--- config.mk ---
export PLATFORM = sky130hd
export DESIGN_NAME = multicycle_addsub
export DESIGN_NICKNAME = d
export VERILOG_FILES = /design/src/rtl/multicycle_addsub.sv
export SDC_FILE = /design/constraint.sdc
export NUM_CORES = 1
export LEC_CHECK = 0
export ABC_AREA = 1
export BUFFER_PORTS_ARGS = -buffer_cell sky130_fd_sc_hd__clkbuf_2
export CAP_MARGIN = 5
export CORE_MARGIN = 4
export CORE_UTILIZATION = 53
export CTS_CLUSTER_DIAMETER = 60
export DETAILED_ROUTE_END_ITERATION = 10
export GPL_ROUTABILITY_DRIVEN = 0
export PLACE_DENSITY = 0.84
export SYNTH_ARGS = -nofsm -noshare
export SYNTH_HDL_FRONTEND = slang
export SYNTH_SLANG_ARGS = --single-unit
--- constraint.sdc ---
create_clock -name clk -period 5.4 [get_ports clk]
set_clock_uncertainty 0.15 [all_clocks]
set_input_delay 0.54 -clock clk [delete_from_list [all_inputs] [get_ports clk]]
set_output_delay 0.54 -clock clk [all_outputs]
set_load 0.005 [all_outputs]
--- src/rtl/multicycle_addsub.sv ---
// Multi-cycle ripple adder/subtractor: adds CHUNK bits per clock, LSB chunk first,
// with a registered carry between chunks and valid/ready handshakes on both sides.
module multicycle_addsub #(
  parameter int WIDTH = 16,
  parameter int CHUNK = 4
) (
  input  logic             clk,
  input  logic             rst_n,
  input  logic             in_valid,
  output logic             in_ready,
  input  logic [WIDTH-1:0] a,
  input  logic [WIDTH-1:0] b,
  input  logic             sub,
  input  logic             cin,
  output logic             out_valid,
  input  logic             out_ready,
  output logic [WIDTH-1:0] sum,
  output logic             cout,
  output logic             ovf,
  output logic             busy
);

  localparam int NCHUNK = WIDTH / CHUNK;
  localparam int IDXW   = (NCHUNK > 1) ? $clog2(NCHUNK) : 1;
  localparam logic [IDXW-1:0] LAST_IDX = IDXW'(NCHUNK - 1);

  if ((CHUNK < 1) || (CHUNK > WIDTH) || ((WIDTH % CHUNK) != 0)) begin : g_bad_params
    $error("multicycle_addsub: WIDTH must be a non-zero multiple of CHUNK");
  end

  typedef enum logic [1:0] {
    ST_IDLE = 2'd0,
    ST_RUN  = 2'd1,
    ST_DONE = 2'd2
  } state_t;

  state_t           r_state;
  logic [IDXW-1:0]  r_idx;
  logic [WIDTH-1:0] r_a;
  logic [WIDTH-1:0] r_b;
  logic             r_carry;
  logic [WIDTH-1:0] r_sum;
  logic             r_cout;
  logic             r_ovf;
  logic             r_out_valid;
  logic             r_in_ready;
  logic             r_busy;

  logic [31:0]      w_base;
  logic [CHUNK-1:0] w_a_chunk;
  logic [CHUNK-1:0] w_b_chunk;
  logic [CHUNK:0]   w_chunk_res;
  logic             w_last;

  function automatic logic [CHUNK:0] f_chunk_add(
    input logic [CHUNK-1:0] x,
    input logic [CHUNK-1:0] y,
    input logic             c
  );
    return {1'b0, x} + {1'b0, y} + {{CHUNK{1'b0}}, c};
  endfunction

  // Signed overflow: operands agree in sign but the result does not.
  function automatic logic f_signed_ovf(
    input logic a_msb,
    input logic b_msb,
    input logic s_msb
  );
    return (a_msb == b_msb) && (s_msb != a_msb);
  endfunction

  assign w_base      = 32'(r_idx) * CHUNK;
  assign w_a_chunk   = r_a[w_base +: CHUNK];
  assign w_b_chunk   = r_b[w_base +: CHUNK];
  assign w_chunk_res = f_chunk_add(w_a_chunk, w_b_chunk, r_carry);
  assign w_last      = (r_idx == LAST_IDX);

  // Control FSM plus datapath registers; every output comes straight from a flop.
  always_ff @(posedge clk or negedge rst_n) begin
    if (!rst_n) begin
      r_state     <= ST_IDLE;
      r_idx       <= '0;
      r_a         <= '0;
      r_b         <= '0;
      r_carry     <= 1'b0;
      r_sum       <= '0;
      r_cout      <= 1'b0;
      r_ovf       <= 1'b0;
      r_out_valid <= 1'b0;
      r_in_ready  <= 1'b1;
      r_busy      <= 1'b0;
    end else begin
      case (r_state)
        ST_IDLE: begin
          if (in_valid && r_in_ready) begin
            // Subtraction runs as a + ~b + ~cin, so borrow-in becomes inverted carry-in.
            r_a        <= a;
            r_b        <= sub ? ~b : b;
            r_carry    <= cin ^ sub;
            r_idx      <= '0;
            r_state    <= ST_RUN;
            r_in_ready <= 1'b0;
            r_busy     <= 1'b1;
          end else begin
            r_state <= ST_IDLE;
          end
        end
        ST_RUN: begin
          r_sum[w_base +: CHUNK] <= w_chunk_res[CHUNK-1:0];
          r_carry                <= w_chunk_res[CHUNK];
          if (w_last) begin
            r_state     <= ST_DONE;
            r_idx       <= '0;
            r_out_valid <= 1'b1;
            r_cout      <= w_chunk_res[CHUNK];
            r_ovf       <= f_signed_ovf(r_a[WIDTH-1], r_b[WIDTH-1], w_chunk_res[CHUNK-1]);
          end else begin
            r_idx <= r_idx + 1'b1;
          end
        end
        ST_DONE: begin
          if (out_ready) begin
            r_state     <= ST_IDLE;
            r_out_valid <= 1'b0;
            r_busy      <= 1'b0;
            r_in_ready  <= 1'b1;
          end else begin
            r_state <= ST_DONE;
          end
        end
        default: begin
          r_state     <= ST_IDLE;
          r_idx       <= '0;
          r_out_valid <= 1'b0;
          r_busy      <= 1'b0;
          r_in_ready  <= 1'b1;
        end
      endcase
    end
  end

  assign in_ready  = r_in_ready;
  assign out_valid = r_out_valid;
  assign busy      = r_busy;
  assign sum       = r_sum;
  assign cout      = r_cout;
  assign ovf       = r_ovf;

endmodule

Word-level counts from Yosys, hierarchy flattened
Index checks and enable logic that the tools add are counted.

operators by class
  $add $sub $neg = 4
  equality and inequality tests = 8
  shift operators = 4
  mux-type cells = 19
  bitwise operators = 5
  reduce and logical (&&, ||, !) cells = 10

operators by type and width
  kind                       number
  $neg A4 Y34                1
  $shift A4 B34 Y16 const A  1
  $shiftx A4 B34 Y16         1
  $shiftx A16 B5 Y4          2
  $bwmux W16                 1
  $mux W16                   1
  $not A16 Y16               1
  $pmux W2 S3                2
  $pmux W1 S3                3
  $mux W2                    4
  $reduce_and A2 Y1          4
  $mux W1                    7
  $ne A2 B2 Y1 const B       3
  $reduce_and A3 Y1          2
  $add A4 B4 Y5              1
  $add A5 B1 Y5              1
  $eq A2 B2 Y1 const B       2
  $not A1 Y1                 3
  $add A2 B1 Y2 const B      1
  $eq A2 B1 Y1 const B       1
  $logic_and A1 B1 Y1        2
  $logic_not A2 Y1           1
  $pmux W1 S2                1
  $reduce_bool A2 Y1         1
  3 further kinds            3

storage, ports and cells
  flip-flop bits (word level) = 58
  input bits = 38
  output and inout port bits = 21
  logic and storage cells = 61

Depth between registers and ports, before layout
Gate-level depths: netlist of the first run.

  depth in word-level cells = 5
  mapped depth = 11

Worst setup path before layout of the first run
Ideal clock, no wire load.

  path type = reg-to-reg
  start = reg r_idx[0]
  end = reg r_sum[6], in the netlist sum[6]
  library setup time = 0.129 ns
  data arrival time = 2.243 ns
  required time = 5.121 ns
  slack = 2.878 ns
  cell stages (with the launch flop) = 11
  buffers on the path = 1
  clock period less this slack = 2.522 ns
  cell sequence = dfrtp_1 -> clkinv_1 -> buf_2 -> nor2_1 -> o22ai_1 -> fa_1 -> fa_1 -> xnor2_1 -> nor2_1 -> nand2_1 -> o21ai_0

on the way
  word-level cells in the longest chain between the ends = 5
  elaborated cells between the ends (all ways) = 8
  classes of those cells = 3 x add/sub; 4 x shift; 1 x mux

RTL lines
  item                                  RTL line  text
  start: declaration                    38        logic [IDXW-1:0] r_idx;
  start signal: assignment              118       r_idx <= r_idx + 1'b1;
  $shiftx A16 B5 Y4 (on tied branches)  73, 74
  $add A4 B4 Y5                         60        return {1'b0, x} + {1'b0, y} + {{CHUNK{1'b0}}, c};
  $add A5 B1 Y5                         60
  $shiftx A4 B34 Y16                    109       r_sum[w_base +: CHUNK] <= w_chunk_res[CHUNK-1:0];
  $bwmux W16 (*)                        109
  end signal: indexed assignment        109
  end: declaration                      42        logic [WIDTH-1:0] r_sum;

Mark *: on every way between the ends. The rest lies on a longest branch, timed or not.
A chain may end at the register's enable or synchronous reset.

Final worst setup path of the first run
Ends and elaborated chain as after synthesis.

==> results of run 1 <==
-- registers in the layout, indices dropped and copies added (netlist names) --
signal and count:
r_a 16, out_valid 1, r_b 16, sum 16, busy 1, cout 1
r_idx 2, in_ready 1, r_carry 1, ovf 1, r_state 2
-- routing by layer --
layer | share of wire [%] | GRT usage, % | vias to the layer above | wire length (um)
met5 | 0 | 0 | - | 0
met4 | 2.9 | 13.5 | 0 | 184
met3 | 6.0 | 4.61 | 15 | 373
met2 | 46 | 30.7 | 93 | 2880
met1 | 45 | 27.7 | 1103 | 2830
li1 | - | - | 1201 | -
-- critical path: stages (launching register included) --
cell and delay [ns]:
dfrtp_1 0.84, clkinv_1 0.66, o21ai_0 0.33, o22ai_1 0.12, fa_1 0.46, fa_1 0.43, xnor2_1 0.26, nor2_1 0.07
nand2_1 0.07, o21ai_0 0.10
-- cell families after synthesis --
group / share of synthesized area (%)
xor gates and xnor gates: 5.49
and+or+nand+nor: 18.8
adders and majority gates: 5.31
DFF: 50.5
AOI/OAI and AO/OA: 14.1
buffers and inverters: 5.70
-- cells in the final DEF, fill, tap and decap left out, types with 2 or more instances in the layout --
cell       n
a21oi_1    3
clkbuf_2  58
clkbuf_8  14
clkinv_1   2
dfrtp_1   57
fa_1       2
ha_1       9
inv_1     18
inv_2      3
nand2_1   93
nand2_2    2
nand3_1   11
nand4_1    3
nor2_1    20
o21ai_0   60
o22ai_1    9
o31ai_1    3
xnor2_1   17
-- worst min path at each step --
stage,endpoint,cells after the start
after global placement,busy$_DFFE_PN0P_,2
after floorplan,busy$_DFFE_PN0P_,0
after CTS,sum[8]$_DFFE_PN0P_,2
after global routing,sum[5]$_DFFE_PN0P_,2
after detailed placement,r_a[14]$_DFFE_PN0P_,2
final,sum[5]$_DFFE_PN0P_,2
-- power by group through the flow --
stage | Sequential [mW] | Combinational (mW) | Clock (mW)
after floorplan | 0.722 | 0.752 | 0
after global placement | 0.762 | 0.945 | 0
after detailed placement | 0.767 | 0.997 | 0
after CTS | 0.763 | 1.01 | 0.398
after global routing | 0.788 | 1.16 | 0.419
final | 0.765 | 1.02 | 0.390
-- through the flow --
step	instance area [um^2]	cells	util, %	setup WS [ns]	hold WS [ns]
after detailed placement	3180	449	61.5	1.84	0.310
after CTS	3380	465	65.4	1.85	0.198
final	3380	465	65.4	1.77	0.197
after floorplan	2870	333	-	2.88	0.0944
after global placement	3180	449	61.5	1.98	0.307
after global routing	3380	465	65.4	1.50	0.250
-- area by class of cell --
| type | count | area share [%] |
|---|---|---|
| repair buffers | 59 | 8.80 |
| clock buffers | 15 | 5.81 |
| flip-flops and latches | 58 | 42.9 |
| inverters | 23 | 2.55 |
| multi-input cells | 239 | 37.2 |
| well taps | 70 | 2.59 |
| clock inverters | 1 | 0.148 |
==> summary.md, run 1 <==
| Metric | Value |
|---|---|
| WS Path Type | reg -> reg |
| Reg2reg end | sum[6]$_DFFE_PN0P_ |
| Fin nets | around 440 |
| H-tree depth | 3 |
| CP endpoint | sum[6]$_DFFE_PN0P_ |
| VDD IR max | between 0.3 and 0.4 mV |
| Synth area leader | dfrtp_1 |
| Startpoint Class | flip-flop |
| Share of layout cells above drive strength 1 | between 20 and 25% |
| Synthesized area | ~2900 um^2 |
| Flop pwr share | 35.2% |
| Cts repair resizes | 0 |
| Clk buf depth | 2 |
| Clk slew on worst S/H paths | 0.06 ns |
| Maxcap violations | 0 |
| Achievable Freq | ~280 MHz |
| Vias in the first global route | roughly 2,200 |
| Final HPWL DP | 4490 um |
| Int Pwr | 1.22 mW |
| Mapped Cells | ~330 |
| Initial Util | 55.6% |
| WL per Instance | about 13 um |
| DIE WIDTH | 81.6 um |
| TNS Setup | 0 ns |
| Total global routing overflow | 0 |
| HP Class | in -> async |
| RSZ-0062 raised after global routing | false |
| CTS root buffer | clkbuf_8 |
| Num Clock Sinks | slightly below 60 |
| Power Dens Cells | about 640 nW/um^2 |
| Switching portion of total power | a little over two fifths |
| Post-synthesis cell type count | 29 |
| Synth Register Bits | 58 |
| Detailed Route WL | ~6300 um |
| Worst reg2reg path depth | 9 |
| Max-slew headroom | 48.5% |
| Critical Path AT | 3.69 ns |
| Drc violations | 0 |
| # diodes | 0 |
| Clock power frac | between 15 and 20% |
| Area of the multi-input gates | 1260 um^2 |
| Critical Path End Type | flip-flop |
| # rows | 26 |
| Max Slew Vio Count | 0 |
| Routed Antenna Nets | 0 |
| Largest net degree at the start of global routing | 59 |
| Port Buffers | 58 |
| Setup Buffers After CTS | 0 |
| R2R Setup Slk | ~1.8 ns |
| Die ar. | approximately 6700 um^2 |
| Antenna violations before repair | 0 |
| Tmin final | 3.63 ns |
| Final setup viols | 0 |
| FF/Latch Area | around 1500 um^2 |
| Post-synthesis sequential area ratio | ~51% |
| CTS tree | done |
| Num CTS Buffers | 9 |
| Syn Area/Cell | roughly 8.6 um^2 |
| Final hold viol count | 0 |
| Worst skew pair latency | 0.33 ns |
| Tcrit/Tclk final | 67.2% |
| Most frequent cell after synthesis | nand2_1 |
| Post-synthesis net count | 382 |
| Vias | between 2,000 and 2,500 |
| CP Max Fanout | 27 |
| YS warnings | 0 |
| Top post-synthesis cells by area | dfrtp_1 (50%), nand2_1 (12%), o21ai_0 (10%) |
| Top-area cell type share of the netlist area | 49.6% |
| Overall power | approximately 2.2 mW |
| Final-layout fill cell count | 448 |
| Chip height | 81.6 um |
| Crit path launch | r_idx[0]$_DFFE_PN0P_ |
| Logic pwr share | a little under half |
| NetSw | 0.950 mW |
| P_leak | roughly 1.7 nW |
| First-pass GRT wire length | 10,400 um |
| 1st-iter DRT viols | ~240 |
| Status | finished clean |
| # IOs | 59 |
| Post-synthesis async set-or-reset flop share | 100% |
| Crit Reg-Reg Startpoint | r_idx[0]$_DFFE_PN0P_ |
| Area growth syn-to-layout | 17.7% |
| Overall Global Routing Usage | a little over a fifth |
| 1st-pass router iterations | 4 |
| Floorplan Core Area | around 5200 um^2 |
| Top FF cell, synth | dfrtp_1 |
| Slew of the pin with the lowest slew margin | 0.773 ns |
| Top cells by count, synth | nand2_1 (93), o21ai_0 (60), dfrtp_1 (57) |
| Hold buffers post-CTS | 0 |
| Worst EP required | between 5 and 6 ns |
| Vias per cell | between 5 and 6 |
| Post-synth EDFFs | 0 |
Note: power is estimated with default switching activity, not from simulation.
==> inputs of run 2 (changes only) <==
CORE_UTILIZATION = 49   (was 53)
PLACE_DENSITY = 0.81   (was 0.84)
clock period = 2.9 ns   (was 5.4 ns; I/O delays follow)
==> summary.md, run 2 (synthesis gave the netlist of run 1 again) <==
| Metric | Value |
|---|---|
| Logic pwr share | 49.1% (was 46.8%) |
| Max Slew Vio Count | 0 (unchanged) |
| VDD IR max | 0.571 mV (was 0.346 mV) |
| CP Max Fanout | 13 (was 27) |
| Final HPWL DP | 4580 um (was 4490 um) |
| TNS Setup | 0 ns (unchanged) |
| Share of layout cells above drive strength 1 | 21.0% (was 20.8%) |
| Area growth syn-to-layout | 23.7% (was 17.7%) |
| Clock power frac | 16.9% (was 18.0%) |
| Vias per cell | 5.02 (was 5.19) |
| Clk slew on worst S/H paths | 0.06 ns (about the same) |
| Flop pwr share | 34.0% (was 35.2%) |
| # rows | 27 (was 26) |
| CP bufs+invs | 1 (unchanged) |
| # IOs | 59 (unchanged) |
| RSZ-0062 raised after global routing | false (unchanged) |
| Max-slew headroom | 53.0% (was 48.5%) |
| CP top delay family | adder cells (unchanged) |
| Critical Path End Type | flip-flop (unchanged) |
| Status | finished clean (unchanged) |
| Final critical-path setup slack | 0.326 ns (was 1.77 ns) |
| P_leak | 1.82 nW (was 1.74 nW) |
| Routed Antenna Nets | 0 (unchanged) |
| Port Buffers | 58 (unchanged) |
| H-tree depth | 3 (unchanged) |
| Worst EP required | 2.96 ns (was 5.46 ns) |
| Tcrit/Tclk final | 88.7% (was 67.2%) |
| Slew of the pin with the lowest slew margin | 0.705 ns (was 0.773 ns) |
| Startpoint Class | flip-flop (unchanged) |
| WL per Instance | 12.7 um (was 13.5 um) |
| HP Class | in -> reg (was in -> async) |
| Die ar. | 7150 um^2 (was 6670 um^2) |
| CTS tree | done (unchanged) |
| Floorplan Core Area | 5610 um^2 (was 5170 um^2) |
| Vias | 2,448 (was 2,412) |
| Largest stage delay on the critical path | 0.45 ns (was 0.84 ns) |
| Cts repair resizes | 0 (unchanged) |
| Final-layout fill cell count | 493 (was 448) |
| NetSw | 1.73 mW (was 0.950 mW) |
| Vias in the first global route | 2,382 (was 2,247) |
| Switching portion of total power | 43.2% (was 43.8%) |
| Largest net degree at the start of global routing | 59 (unchanged) |
| 1st-iter DRT viols | 143 (was 236) |
| Fin nets | 459 (was 439) |
| Initial Util | 51.2% (was 55.6%) |
| Critical Path AT | 2.64 ns (was 3.69 ns) |
| Min Hold Slack | 0.0138 ns (was 0.197 ns) |
| Antenna violations before repair | 0 (unchanged) |
| Detailed Route WL | 6180 um (was 6260 um) |
| Clk buf depth | 2 (unchanged) |
| Power Dens Cells | 1130 nW/um^2 (was 641 nW/um^2) |
| 1st-pass router iterations | 4 (unchanged) |
| WS Path Type | reg -> reg (unchanged) |
| Maxcap violations | 0 (unchanged) |
| Commonest non-fill, non-tap cell in the layout | nand2_1 (unchanged) |
| Worst path slowest cell | fa_1 (was dfrtp_1) |
| Int Pwr | 2.28 mW (was 1.22 mW) |
| Worst slack, placed | 0.355 ns (was 1.84 ns) |
| Highest-count cells in the layout ignoring fill and taps | nand2_1 (93), o21ai_0 (60), clkbuf_2 (58), dfrtp_1 (57), nor2_1 (20) (unchanged) |
| Num Clock Sinks | 58 (unchanged) |
| Cell Chain, Critical Path | clkinv_1 > o21ai_0 > o22ai_1 > fa_1 > fa_1 > xnor2_1 > nor2_1 > nand2_1 > o21ai_0 (unchanged) |
| Achievable Freq | 389 MHz (was 276 MHz) |
| Final hold viol count | 0 (unchanged) |
| Worst skew pair latency | 0.33 ns (about the same) |
| Overall Global Routing Usage | 19.0% (was 20.8%) |
| Drc violations | 0 (unchanged) |
| Final setup viols | 0 (unchanged) |
| Chip height | 84.6 um (was 81.6 um) |
| Tmin final | 2.57 ns (was 3.63 ns) |
| Total global routing overflow | 0 (unchanged) |
| DIE WIDTH | 84.6 um (was 81.6 um) |
| First-pass GRT wire length | 10,800 um (was 10,400 um) |
| CTS root buffer | clkbuf_8 (unchanged) |
| Num CTS Buffers | 9 (unchanged) |
run 2: cell count changes in the layout (fill, tap and decap cells not counted):
cell,change
clkbuf_1,+1
diode_2,+1
clkinv_2,+1
dlygate4sd3_1,+14
clkbuf_8,-2
buf_4,+6
run 2: area by class of cell:
cell class	count	area, um^2	area share [%]
multi-input cells	239	1260	35.4
repair buffers	79	483	13.6
flip-flops and latches	58	1450	40.9
well taps	72	90.1	2.53
clock inverters	2	10.0	0.282
inverters	23	86.3	2.43
diodes	1	2.50	0.0704
clock buffers	14	173	4.86
run 2: power groups by stage:
stage / registers, mW / clock network, mW / logic [mW]
after floorplan: 1.34 / 0 / 1.40
after global placement: 1.37 / 0 / 1.88
after detailed placement: 1.37 / 0 / 1.96
after CTS: 1.36 / 0.694 / 1.98
after global routing: 1.41 / 0.729 / 2.26
final: 1.36 / 0.676 / 1.97
run 2: worst paths after layout:
kind	from	end	slack, ns	cells after the start
worst max-delay path	r_idx[0]$_DFFE_PN0P_	sum[6]$_DFFE_PN0P_	0.33	9
worst min register to register	r_a[10]$_DFFE_PN0P_	r_a[10]$_DFFE_PN0P_	0.32	2
worst max register to register	r_idx[0]$_DFFE_PN0P_	sum[6]$_DFFE_PN0P_	0.33	9
max in group asynchronous	rst_n	r_b[15]$_DFFE_PN0P_	1.66	3
min in group asynchronous	rst_n	sum[11]$_DFFE_PN0P_	0.47	3
worst min-delay path	a[4]	r_a[4]$_DFFE_PN0P_	0.01	3
run 2: worst min-delay path, delay by kind of cell:
kind                   cells  cell delay [ns]
buffers and inverters      1             0.08
AND/OR/NAND/NOR            2             0.10
run 2: per-layer routing:
layer,part of all wire (%),vias to the layer above,GRT usage [%]
met1,47,1137,26.1
met5,0,-,0
met4,1.2,0,8.35
li1,-,1244,-
met2,47,59,28.3
met3,4.9,8,5.20
run 2: stage by stage:
| step | instance area [um^2] | cells | utilization, % | power (mW) |
|---|---|---|---|---|
| floorplan | 2870 | 333 | - | 2.74 |
| global placement | 3230 | 457 | 57.6 | 3.25 |
| detailed placement | 3230 | 457 | 57.6 | 3.33 |
| CTS | 3550 | 487 | 63.3 | 4.03 |
| global route | 3550 | 487 | 63.3 | 4.40 |
| finish | 3550 | 488 | 63.4 | 4.01 |
run 2: repair_timing:
action / in CTS / in global routing
buffers inserted: 0 / 0
hold endpoints to repair: 70 / 0
hold buffers: 14 / 0
==> inputs of run 3 (changes only) <==
GPL_TIMING_DRIVEN = 0   (was not set)
==> summary.md, run 3 (synthesis gave the netlist of run 1 again) <==
| Metric | Value |
|---|---|
| H-tree depth | 3 (unchanged) |
| Max-slew headroom | 48.9% (was 53.0%) |
| Reg2reg end | sum[6]$_DFFE_PN0P_ (unchanged) |
| Clk buf depth | 2 (unchanged) |
| Vias | 2,495 (was 2,448) |
| Achievable Freq | 367 MHz (was 389 MHz) |
| Initial Util | 51.2% (unchanged) |
| Chip height | 84.6 um (unchanged) |
| CP bufs+invs | 1 (unchanged) |
| Worst skew pair latency | 0.34 ns (was 0.33 ns) |
| Num CTS Buffers | 9 (unchanged) |
| Highest-count cells in the layout ignoring fill and taps | nand2_1 (93), o21ai_0 (60), clkbuf_2 (59), dfrtp_1 (55), nor2_1 (20) (was nand2_1 (93), o21ai_0 (60), clkbuf_2 (58), dfrtp_1 (57), nor2_1 (20)) |
| Largest stage delay on the critical path | 0.52 ns (was 0.45 ns) |
| Status | finished clean (unchanged) |
| Final-layout fill cell count | 509 (was 493) |
| Critical Path AT | 2.82 ns (was 2.64 ns) |
| 1st-iter DRT viols | 183 (was 143) |
| Share of layout cells above drive strength 1 | 23.0% (was 21.0%) |
| Total global routing overflow | 0 (unchanged) |
| # IOs | 59 (unchanged) |
| Detailed Route WL | 6930 um (was 6180 um) |
| WL per Instance | 14.3 um (was 12.7 um) |
| Crit path launch | r_idx[1]$_DFFE_PN0P_ (was r_idx[0]$_DFFE_PN0P_) |
| Overall Global Routing Usage | 21.3% (was 19.0%) |
| Area growth syn-to-layout | 22.1% (was 23.7%) |
| Cell Chain, Critical Path | clkinv_2 > o21ai_0 > o22ai_1 > fa_1 > fa_1 > xnor2_2 > nor2_1 > nand2_1 > o21ai_0 (was clkinv_1 > o21ai_0 > o22ai_1 > fa_1 > fa_1 > xnor2_1 > nor2_1 > nand2_1 > o21ai_0) |
| Die ar. | 7150 um^2 (unchanged) |
| Num Clock Sinks | 58 (unchanged) |
| Largest net degree at the start of global routing | 31 (was 59) |
| CTS tree | done (unchanged) |
| VDD IR max | 0.518 mV (was 0.571 mV) |
| Maxcap violations | 0 (unchanged) |
| CTS root buffer | clkbuf_8 (unchanged) |
| Final HPWL DP | 5040 um (was 4580 um) |
| CP top delay family | adder cells (unchanged) |
| # diodes | 0 (was 1) |
| DIE WIDTH | 84.6 um (unchanged) |
| WS Path Type | reg -> reg (unchanged) |
| Routed Antenna Nets | 0 (unchanged) |
| R2R Setup Slk | 0.18 ns (was 0.33 ns) |
| Worst EP required | 3.00 ns (was 2.96 ns) |
| Max Slew Vio Count | 0 (unchanged) |
| CP Max Fanout | 12 (was 13) |
| Worst hold path depth | 3 (unchanged) |
| Tmin final | 2.72 ns (was 2.57 ns) |
| RSZ-0062 raised after global routing | false (unchanged) |
| Port Buffers | 57 (was 58) |
| P_leak | 1.81 nW (was 1.82 nW) |
| Crit path depth | 9 (unchanged) |
| CP endpoint | sum[6]$_DFFE_PN0P_ (unchanged) |
| Fin nets | 457 (was 459) |
| # rows | 27 (unchanged) |
| Antenna violations before repair | 0 (unchanged) |
| Critical Path End Type | flip-flop (unchanged) |
| Final hold viol count | 0 (unchanged) |
| Startpoint Class | flip-flop (unchanged) |
| Commonest non-fill, non-tap cell in the layout | nand2_1 (unchanged) |
| Vias per cell | 5.14 (was 5.02) |
| HP Class | in -> reg (unchanged) |
| Floorplan Core Area | 5610 um^2 (unchanged) |
| Clk slew on worst S/H paths | 0.06 ns (about the same) |
| Slew of the pin with the lowest slew margin | 0.767 ns (was 0.705 ns) |
| Crit Reg-Reg Startpoint | r_idx[1]$_DFFE_PN0P_ (was r_idx[0]$_DFFE_PN0P_) |
| Power Dens Cells | 1170 nW/um^2 (was 1130 nW/um^2) |
| Min Hold Slack | 0.00565 ns (was 0.0138 ns) |
| Final setup viols | 0 (unchanged) |
| First-pass GRT wire length | 12,100 um (was 10,800 um) |
| Drc violations | 0 (unchanged) |
| 1st-pass router iterations | 4 (unchanged) |
| Worst path slowest cell | dfrtp_2 (was fa_1) |
| Overall power | 4.10 mW (was 4.01 mW) |
| Worst reg2reg path depth | 9 (unchanged) |
| Vias in the first global route | 2,492 (was 2,382) |
| Tcrit/Tclk final | 93.8% (was 88.7%) |
==> run 3: routing by layer <==
layer	GRT usage, %	share of wire (%)	vias to the layer above
li1	-	-	1239
met4	7.91	1.8	0
met5	0	0	-
met1	28.8	45	1165
met2	32.8	47	78
met3	5.69	6.0	13
==> run 3: stage by stage <==
stage | setup TNS [ns] | std cells | setup slack [ns] | cell area, um^2 | utilization (%)
after floorplan | 0 | 333 | 0.378 | 2870 | -
after global placement | -0.762 | 462 | -0.217 | 3250 | 57.9
after detailed placement | -0.910 | 463 | -0.214 | 3270 | 58.3
after CTS | 0 | 484 | 0.0428 | 3490 | 62.2
after global routing | 0 | 485 | 0.00701 | 3510 | 62.6
final | 0 | 485 | 0.178 | 3510 | 62.6
==> run 3: what timing repair did <==
item | CTS | global route
buffers inserted | 0 | 0
endpoints found under the setup margin | 9 | 5
hold buffers | 5 | 1
endpoints found under the hold margin | 32 | 1
resized for setup | 4 | 6
==> run 3: how the worst min path moves through the flow <==
stage / endpoint / from / slack, ns
final: r_a[0]$_DFFE_PN0P_ / a[0] / 0.006
after global routing: r_a[8]$_DFFE_PN0P_ / a[8] / 0.003
after CTS: r_a[0]$_DFFE_PN0P_ / a[0] / 0.0007
after detailed placement: sum[7]$_DFFE_PN0P_ / rst_n / 0.23
after global placement: r_a[5]$_DFFE_PN0P_ / r_a[5]$_DFFE_PN0P_ / 0.30
after floorplan: busy$_DFFE_PN0P_ / rst_n / -0.16
==> run 3: power breakdown <==
group          internal [mW]  switching, mW  leakage (nW)
Combinational          0.763           1.29         0.980
Sequential              1.16          0.243         0.742
Clock                  0.330          0.313        0.0872
Total                   2.25           1.85          1.81
==> run 3: cell type report <==
class	instances	area, um^2	area share, %
multi-input combinational	239	1260	36.0
inverter	23	90.1	2.57
clock inverter	3	15.0	0.428
sequential	58	1460	41.5
timing repair buffer	64	365	10.4
buffer	13	80.1	2.28
clock buffer	13	149	4.24
tap	72	90.1	2.57
==> run 3: worst min-delay path, stage by stage <==
cell      delay, ns
clkbuf_2       0.07
nand2_1        0.04
nand2_1        0.05
